<file path="src/rtl/approx_wallace_final_accumulator.sv">
// Exact carry-propagate add of the tree's sum/carry rows, accumulated into a wide register.
// Two-stage pipe (capture, resolve+accumulate); the result is held on a valid/ready port until it is taken.
module approx_wallace_final_accumulator #(
  parameter int ACC_WIDTH = 24
) (
  input  logic                 clk,
  input  logic                 rst,
  input  logic [15:0]          sum_vec,
  input  logic [15:0]          carry_vec,
  input  logic                 in_valid,
  input  logic                 in_last,
  output logic                 in_ready,
  output logic [ACC_WIDTH-1:0] acc_o,
  output logic [7:0]           count_o,
  output logic                 overflow_o,
  output logic                 out_valid,
  input  logic                 out_ready
);

  typedef enum logic {S_ACC, S_DONE} state_t;

  state_t               r_state;
  logic                 r_a_valid;
  logic                 r_a_last;
  logic [15:0]          r_a_sum;
  logic [15:0]          r_a_carry;
  logic [ACC_WIDTH-1:0] r_acc;
  logic [7:0]           r_count;
  logic                 r_ovf;

  logic                 w_accept;
  logic [16:0]          w_term;
  logic [ACC_WIDTH:0]   w_acc_next;

  // A pending last in stage A must stop further products joining this result.
  assign in_ready   = (r_state == S_ACC) && !(r_a_valid && r_a_last);
  assign out_valid  = (r_state == S_DONE);
  assign w_accept   = in_valid && in_ready;

  assign w_term     = {1'b0, r_a_sum} + {1'b0, r_a_carry};
  assign w_acc_next = {1'b0, r_acc} + {{(ACC_WIDTH - 16){1'b0}}, w_term};

  assign acc_o      = r_acc;
  assign count_o    = r_count;
  assign overflow_o = r_ovf;

  always_ff @(posedge clk or posedge rst) begin
    if (rst) begin
      r_a_valid <= 1'b0;
      r_a_last  <= 1'b0;
      r_a_sum   <= '0;
      r_a_carry <= '0;
    end else begin
      r_a_valid <= w_accept;
      if (w_accept) begin
        r_a_last  <= in_last;
        r_a_sum   <= sum_vec;
        r_a_carry <= carry_vec;
      end
    end
  end

  always_ff @(posedge clk or posedge rst) begin
    if (rst) begin
      r_state <= S_ACC;
      r_acc   <= '0;
      r_count <= '0;
      r_ovf   <= 1'b0;
    end else begin
      case (r_state)
        S_ACC: begin
          if (r_a_valid) begin
            r_acc   <= w_acc_next[ACC_WIDTH-1:0];
            r_ovf   <= r_ovf | w_acc_next[ACC_WIDTH];
            r_count <= (r_count == 8'hFF) ? r_count : r_count + 8'd1;
            if (r_a_last) begin
              r_state <= S_DONE;
            end
          end
        end
        S_DONE: begin
          if (out_ready) begin
            r_state <= S_ACC;
            r_acc   <= '0;
            r_count <= '0;
            r_ovf   <= 1'b0;
          end
        end
        default: r_state <= S_ACC;
      endcase
    end
  end

endmodule

</file>
<file path="config.mk">
export PLATFORM = sky130hd
export DESIGN_NAME = approx_wallace_final_accumulator
export DESIGN_NICKNAME = d
export VERILOG_FILES = /design/src/rtl/approx_wallace_final_accumulator.sv
export SDC_FILE = /design/constraint.sdc
export NUM_CORES = 1
export LEC_CHECK = 0
export CAP_MARGIN = 20
export CORE_AREA = 3 3 87 89
export DETAILED_ROUTE_END_ITERATION = 10
export DIE_AREA = 0 0 90 92
export PLACE_DENSITY = 0.95
export SYNTH_ARGS = -nofsm -noshare
export SYNTH_HDL_FRONTEND = slang
export SYNTH_SLANG_ARGS = --single-unit
</file>
<file path="constraint.sdc">
create_clock -name clk -period 6.1 [get_ports clk]
set_input_delay 0.915 -clock clk [delete_from_list [all_inputs] [get_ports clk]]
set_output_delay 0.915 -clock clk [all_outputs]
set_load 0.02 [all_outputs]
</file>
* Word level (Yosys, flattened, before mapping)
Cells that the tools add are included.
** Operators by class
- Bitwise operators :: 2
- Reduce and logical (&&, ||, !) cells :: 6
- Equality and inequality tests :: 4
- Add/subtract/negate cells :: 3
- Mux-type cells :: 14
** Operators by type and width (number)
- 24-bit two-way mux :: 2
- 24-bit one-hot mux with 2 select lines :: 1
- 24-bit by 17-bit adder with 25-bit output :: 1
- 8-bit two-way mux :: 3
- 16-bit by 16-bit adder with 17-bit output :: 1
- 8-bit one-hot mux with 2 select lines :: 1
- 8-bit by 1-bit adder with 8-bit output, second input constant :: 1
- 8-bit equality test, second input constant :: 1
- 2-bit != test, second input constant :: 3
- 1-bit two-way mux :: 5
- 1-bit one-hot mux with 2 select lines :: 2
- 1-bit logical AND :: 3
- 3-bit AND reduction :: 1
- 2-bit AND reduction :: 1
- 1-bit zero test :: 1
- 1-bit inverter :: 1
- 1-bit bitwise OR :: 1
** Word-level totals
- Word-level logic and storage cells :: 37
- Input port bits :: 37
- Register bits :: 68
- Output and inout port bits :: 35

* Logic depth before layout (Yosys ltp)
Gate-level depths: netlist of the first run.
- Depth after elaboration :: 5
- Mapped depth :: 9
- Depth with buffers taken out :: 9

* Worst setup path before layout of the first run
No wires, ideal clock.
- Path kind :: reg-to-reg
- From :: register r_acc[1] (netlist: acc_o[1])
- To :: register r_acc[19] (netlist: acc_o[19])
- Data arrival time :: 2.775 ns
- Stages on the path, launching flop included :: 10
- Setup slack :: 3.246 ns
- Path buffers :: 0
- Library setup time :: 0.080 ns
- Period minus slack after synthesis :: 2.854 ns
- Cell sequence :: dfrtp_1 > fa_1 > ha_1 > fa_1 > a211oi_2 > o21ai_1 > a221oi_2 > o21ai_2 > a31oi_1 > mux2i_1
** Between the ends
- Word-level cells in the longest chain between the ends :: 3
** Ends and longest elaborated chain
- start: declaration :: line 27 : logic [ACC_WIDTH-1:0] r_acc;
- start signal: assignment :: line 73 : r_acc <= w_acc_next[ACC_WIDTH-1:0];
- 24-bit by 17-bit adder with 25-bit output :: line 41 : assign w_acc_next = {1'b0, r_acc} + {{(ACC_WIDTH - 16){1'b0}}, w_term};
- 24-bit two-way mux :: line 72 : if (r_a_valid) begin
- 24-bit one-hot mux with 2 select lines :: line 70 : case (r_state)
Every way passes these cells. The select of a mux whose other input is x is not followed.
A chain may end at the register's enable or synchronous reset.

* Final worst setup path of the first run
- From :: register r_acc[1] (netlist: acc_o[1])
- To :: register r_acc[23] (netlist: acc_o[23])
Same word-level chain as after synthesis.

==> run metrics, run 1 <==
Starting Density=57.1%; Hold Worst Slack=between 500 and 600 ps; Netlist cell types=52; P&R area growth vs syn=24.7%; Compound-Gate Fraction of Synth Area=13.0%; relative slew slack=a little under half; Adder-Cell Fraction of Synth Area=roughly 14%; Root Buffer=clkbuf_8; worst r2r src=acc_o[1]; first-pass GRT wire length=14700 um; IO Pins=just over 70; share of cells above drive strength 1=15.1%; hpwl dp=6380 um; FF-to-FF End=acc_o[23]; crit path launch=acc_o[1]; CTS clock-pin slew for the worst setup and hold paths=70 ps; sequential area share after synthesis=between 40% and 50%; register bit total from synthesis=68; Routed Antenna Nets=0; Post-Synth XOR/XNOR Area=under 10%; # Post-CTS Setup Buffers=0; worst reg-to-reg setup slack=about 3100 ps; clock sinks=68; Crit Path Class=reg -> reg; mux contribution to synthesized area=between 10% and 20%; highest routed metal layer=met4; Met1 Routed Length=around 3500 um; layout net count=491; post-CTS sizing=0; Tmin final=3020 ps; die area=0.00828 mm^2; outcome=finished clean; critical path peak fanout=3; met2 wire len=4570 um; Slew Limit Fails=0; FP Rows=30; Main synth FF type=dfrtp_1; CP cell instances=fa_1 > ha_1 > fa_1 > a211oi_2 > o21ai_1 > a221oi_2 > o21ai_2 > a31oi_1 > mux2i_1; # port buffers=71; syn avg cell area=11.3 um^2; Fin. Hold Viols=0; min-delay worst type=reg -> reg; leading cell type in the layout, fill and taps excluded=clkdlybuf4s50_1; htree depth=3; pin count of the biggest net entering global routing=69; Post-synth ARST share=100%; kind of end point of the critical path=register; Die W=90 um; Worst Hold Depth=1; setup violation total in the final timing report=0; Setup TNS Final=0 ps; Final Wtd Congestion=0.892; Simple-Gate Fraction of Synth Area=approximately an eighth; Diodes inserted=0; Via Count=3012; Routed met3 length=459 um; endpoint required time on the critical path=6370 ps; hold_buf cts=0; vias in the first global route=roughly 3200; highest-count cells in the layout ignoring fill and taps=clkdlybuf4s50_1, dfrtp_1, nand2_1, mux2_2, nor2_1; total wire length=~8700 um; Mapped Nets=415; CTS tree=built; drt drc=0; Vias/cell=5.79; crit share post-route=49.5%; RSZ-0062 raised after global routing=false; initial antenna violation count=0; main combinational cell family by area after synthesis=adder cells; CP Launch Type=register; worst skew pair latency=~350 ps; measured slew at the worst slew-check pin=822 ps; 1st-pass router iterations=4; synthesized area=between 0.003 and 0.004 mm^2; cell count after synthesis=344; die height=approximately 92 um; Yosys warnings=0; EDFF count, synth=0; First DRT Iteration DRCs=212; placed inst area=0.00468 mm^2; Max Freq=332 MHz; final instance area=between 0.004 and 0.005 mm^2; Critical Path Sink=acc_o[23]; crit path DAT=3280 ps; DR WL/cell=16.8 um; Crit path top cell by count=fa_1; Hold Startpoint=acc_o[20]; clk buf depth=2; Finished Core Util=71.2%; R2R depth=9; Tot GR Track Use=22.0%; critical path's largest stage delay=490 ps; CP max stage cell=fa_1; total global routing overflow=0; final clock skew=8.85 ps; max-cap violations=0; CTS buffer count=9; core footprint=roughly 0.007 mm^2
[metrics by stage]
stage               worst slack (ps)  cells
floorplan                       3250    344
global placement                3220    504
detailed placement              3140    504
CTS                             3100    519
global route                    2920    520
finish                          3080    520
[layout make-up]
class,count,area [um^2]
Clock buffer,12,155
Tap cell,96,120
Multi-Input combinational cell,260,2100
Timing Repair Buffer,75,741
Fill cell,498,1960
Clock inverter,3,22.5
Sequential cell,68,1700
Inverter,6,22.5
[metal layers]
metal	GRT usage [%]	vias up
met4	8.29	0
met1	25.7	1482
met3	4.51	25
met5	0	-
li1	-	1390
met2	40.1	115
[registers in the layout (all words and copies together), names as in the netlist]
register and flops:
acc_o 24, r_a_carry 16, r_a_sum 16, count_o 8, out_valid 1, overflow_o 1
r_a_last 1, r_a_valid 1
[synth_stat cells, drive strengths merged (2+ instances only)]
cell type  instances  area share [%]
o21bai             3            0.58
nand4              7             1.1
nand3              8             1.0
mux2              34             9.8
and4               2            0.51
and2               3            0.48
and3               5            0.80
o21a               4            0.77
o21ai             23             3.0
o211ai             3            0.58
inv                6            0.58
mux2i              7             1.8
xnor2              5             1.1
nand2b             4            0.83
a211oi             2            0.51
a2111oi            2            0.45
a22o               3            0.67
nand2             39             3.8
fa                17             8.7
a31oi              6             1.1
xor2              10             2.2
nor3               3            0.38
o22ai              3            0.48
clkbuf             3            0.29
nor2b              2            0.32
o31ai              3            0.58
ha                17             5.5
dfrtp             68              44
a21oi             15             2.0
and2b              2            0.45
a21o               3            0.64
nor2              18             1.7
buf                7             1.6
[critical path, delay by kind of cell (launching register included)]
family	cells	cell delay, ps
fa+ha+maj	3	1170
compound gates	5	1140
flops	1	420
mux	1	200
[worst min-delay path by stage]
| stage | to | slack [ps] |
|---|---|---|
| after detailed placement | acc_o[20] | 500 |
| after global routing | acc_o[20] | 540 |
| after CTS | acc_o[20] | 520 |
| after global placement | acc_o[20] | 490 |
| after floorplan | r_a_last | 480 |
| final | acc_o[20] | 510 |
[cells by family after synthesis]
family	Yosys count
AO/OA/AOI/OAI	75
flip-flops	68
buffers and inverters	16
AND/OR/NAND/NOR	95
multiplexers	41
XOR/XNOR	15
adder cells (fa/ha/maj)	34
Power of run 1 is left out: the tool's default activity adds up to more than one toggle a clock period on the data nets, which glitch-free logic cannot reach.
==> run 2, diff against run 1 <==
Settings changed: CORE_AREA 3 3 87 89 to 3 3 95 97, DIE_AREA 0 0 90 92 to 0 0 98 100, PLACE_DENSITY 0.95 to 0.86.
Clock period 6.1 ns to 2.6 ns, I/O delays scaled along.
==> run 2 against run 1 <==
  * The flow now finishes with violations (negative setup slack)
  * Utilization fell by 7.5 points
  * First-iteration DRC count shrank 34%
  * Die area up 18%
  * Clock skew is 1.8 ps lower
  * Cell area is 7.6% higher
  * Count of clock-buffer cells in the layout unchanged
  * Global-route usage is 2.8 points lower
  * Final cell count rose by 5.6%
  * Non-clock buffer count grew 19
  * Sequential share of layout area decreased by 2.4 points
  * Sequential cell count unchanged
  * Via count rose by 2.6%
  * Critical path type unchanged
==> run metrics, run 2 (synthesized netlist as in run 1, its figures left out) <==
outcome=finished with violations; failing checks=negative setup slack; measured slew at the worst slew-check pin=roughly 470 ps; Finished Core Util=63.7%; endpoint required time on the critical path=approximately 2900 ps; critical path peak fanout=3; Tmin final=approximately 2800 ps; initial antenna violation count=0; final clock skew=7.04 ps; max reg flops=24; setup violation total in the final timing report=7; hpwl dp=6490 um; kind of end point of the critical path=register; placed inst area=0.00483 mm^2; fin worst setup slack=-175 ps; CTS buffer count=9; Slew Limit Fails=0; Max Freq=roughly 360 MHz; # port buffers=71; Final Wtd Congestion=0.846; DR WL/cell=17.1 um; drt drc=0; worst skew pair latency=between 300 and 400 ps; IO Pins=a little over 70; Crit Path Class=reg -> reg; vias in the first global route=approximately 3200; CTS tree=built; leading cell type in the layout, fill and taps excluded=clkdlybuf4s50_1; total wire length=roughly 9400 um; first-pass GRT wire length=15000 um; share of cells above drive strength 1=25.7%; crit path DAT=3050 ps; clk buf depth=2; die area=0.00980 mm^2; Die W=about 100 um; crit share post-route=107%; layout net count=510; area of the multi-input gates=0.00228 mm^2; clock sinks=a little under 70; RSZ-0062 raised after global routing=true; FP Rows=33; total global routing overflow=0; P&R area growth vs syn=34.2%; relative slew slack=68.2%; Tot GR Track Use=19.3%; final instance area=0.00524 mm^2; Root Buffer=clkbuf_8; pin count of the biggest net entering global routing=a little under 70; die height=100 um; Fin. Hold Viols=0; CTS clock-pin slew for the worst setup and hold paths=70 ps; Diodes inserted=0; Setup TNS Final=-658 ps; hold_buf cts=0; htree depth=3; First DRT Iteration DRCs=140; Starting Density=47.5%; CP Launch Type=register; Fillers=625; max-cap violations=0; Hold Worst Slack=around 430 ps; core footprint=roughly 0.008 mm^2; Register Area=0.00170 mm^2; 1st-pass router iterations=4; highest-count cells in the layout ignoring fill and taps=clkdlybuf4s50_1, dfrtp_1, nand2_1, mux2_2, buf_4; Via Count=3091; Routed Antenna Nets=0; min-delay worst type=in -> async; Vias/cell=approximately 5.6
==> run 2: through the flow <==
step,cells,setup slack (ps)
after floorplan,344,-87.0
after global placement,527,-93.1
after detailed placement,528,-191
after CTS,544,-182
after global routing,549,-310
final,549,-175
==> run 2: routing by layer <==
layer	routed length [um]	GRT usage [%]
met5	0	0
met3	482	4.52
met2	4920	32.4
met4	225	8.84
met1	3770	23.8
==> run 2: worst paths after layout <==
check,cells after the start,end,start,slack (ps)
max,9,acc_o[23],r_a_carry[1],-170
min,3,acc_o[19],rst,430
max reg2reg,9,acc_o[23],r_a_carry[1],-170
min reg2reg,1,acc_o[20],acc_o[20],500
max in group asynchronous,3,r_a_sum[4],rst,1880
min in group clk,1,acc_o[20],acc_o[20],500
==> run 2: area by class of cell <==
| class | instances | share of cell area (%) |
|---|---|---|
| Multi-Input combinational cell | 260 | 43.5 |
| Clock buffer | 12 | 2.96 |
| Inverter | 6 | 0.430 |
| Clock inverter | 4 | 0.908 |
| Timing Repair Buffer | 94 | 17.1 |
| Sequential cell | 68 | 32.5 |
| Tap cell | 105 | 2.51 |
==> run 2: timing repair <==
item / CTS / global route
pin swaps: 6 / 10
setup endpoints to repair: 8 / 16
buffers inserted: 0 / 5
gates resized for setup: 4 / 28
==> run 2: worst max-delay path, cell delays in order, from the launching register on <==
cell and delay [ps]:
dfrtp_1 400, fa_1 480, ha_2 210, fa_2 390
a211oi_4 240, o21ai_2 80, a221oi_2 340, o21ai_2 120
a31oi_1 210, mux2i_1 220
Power of run 2 is left out for the same reason.
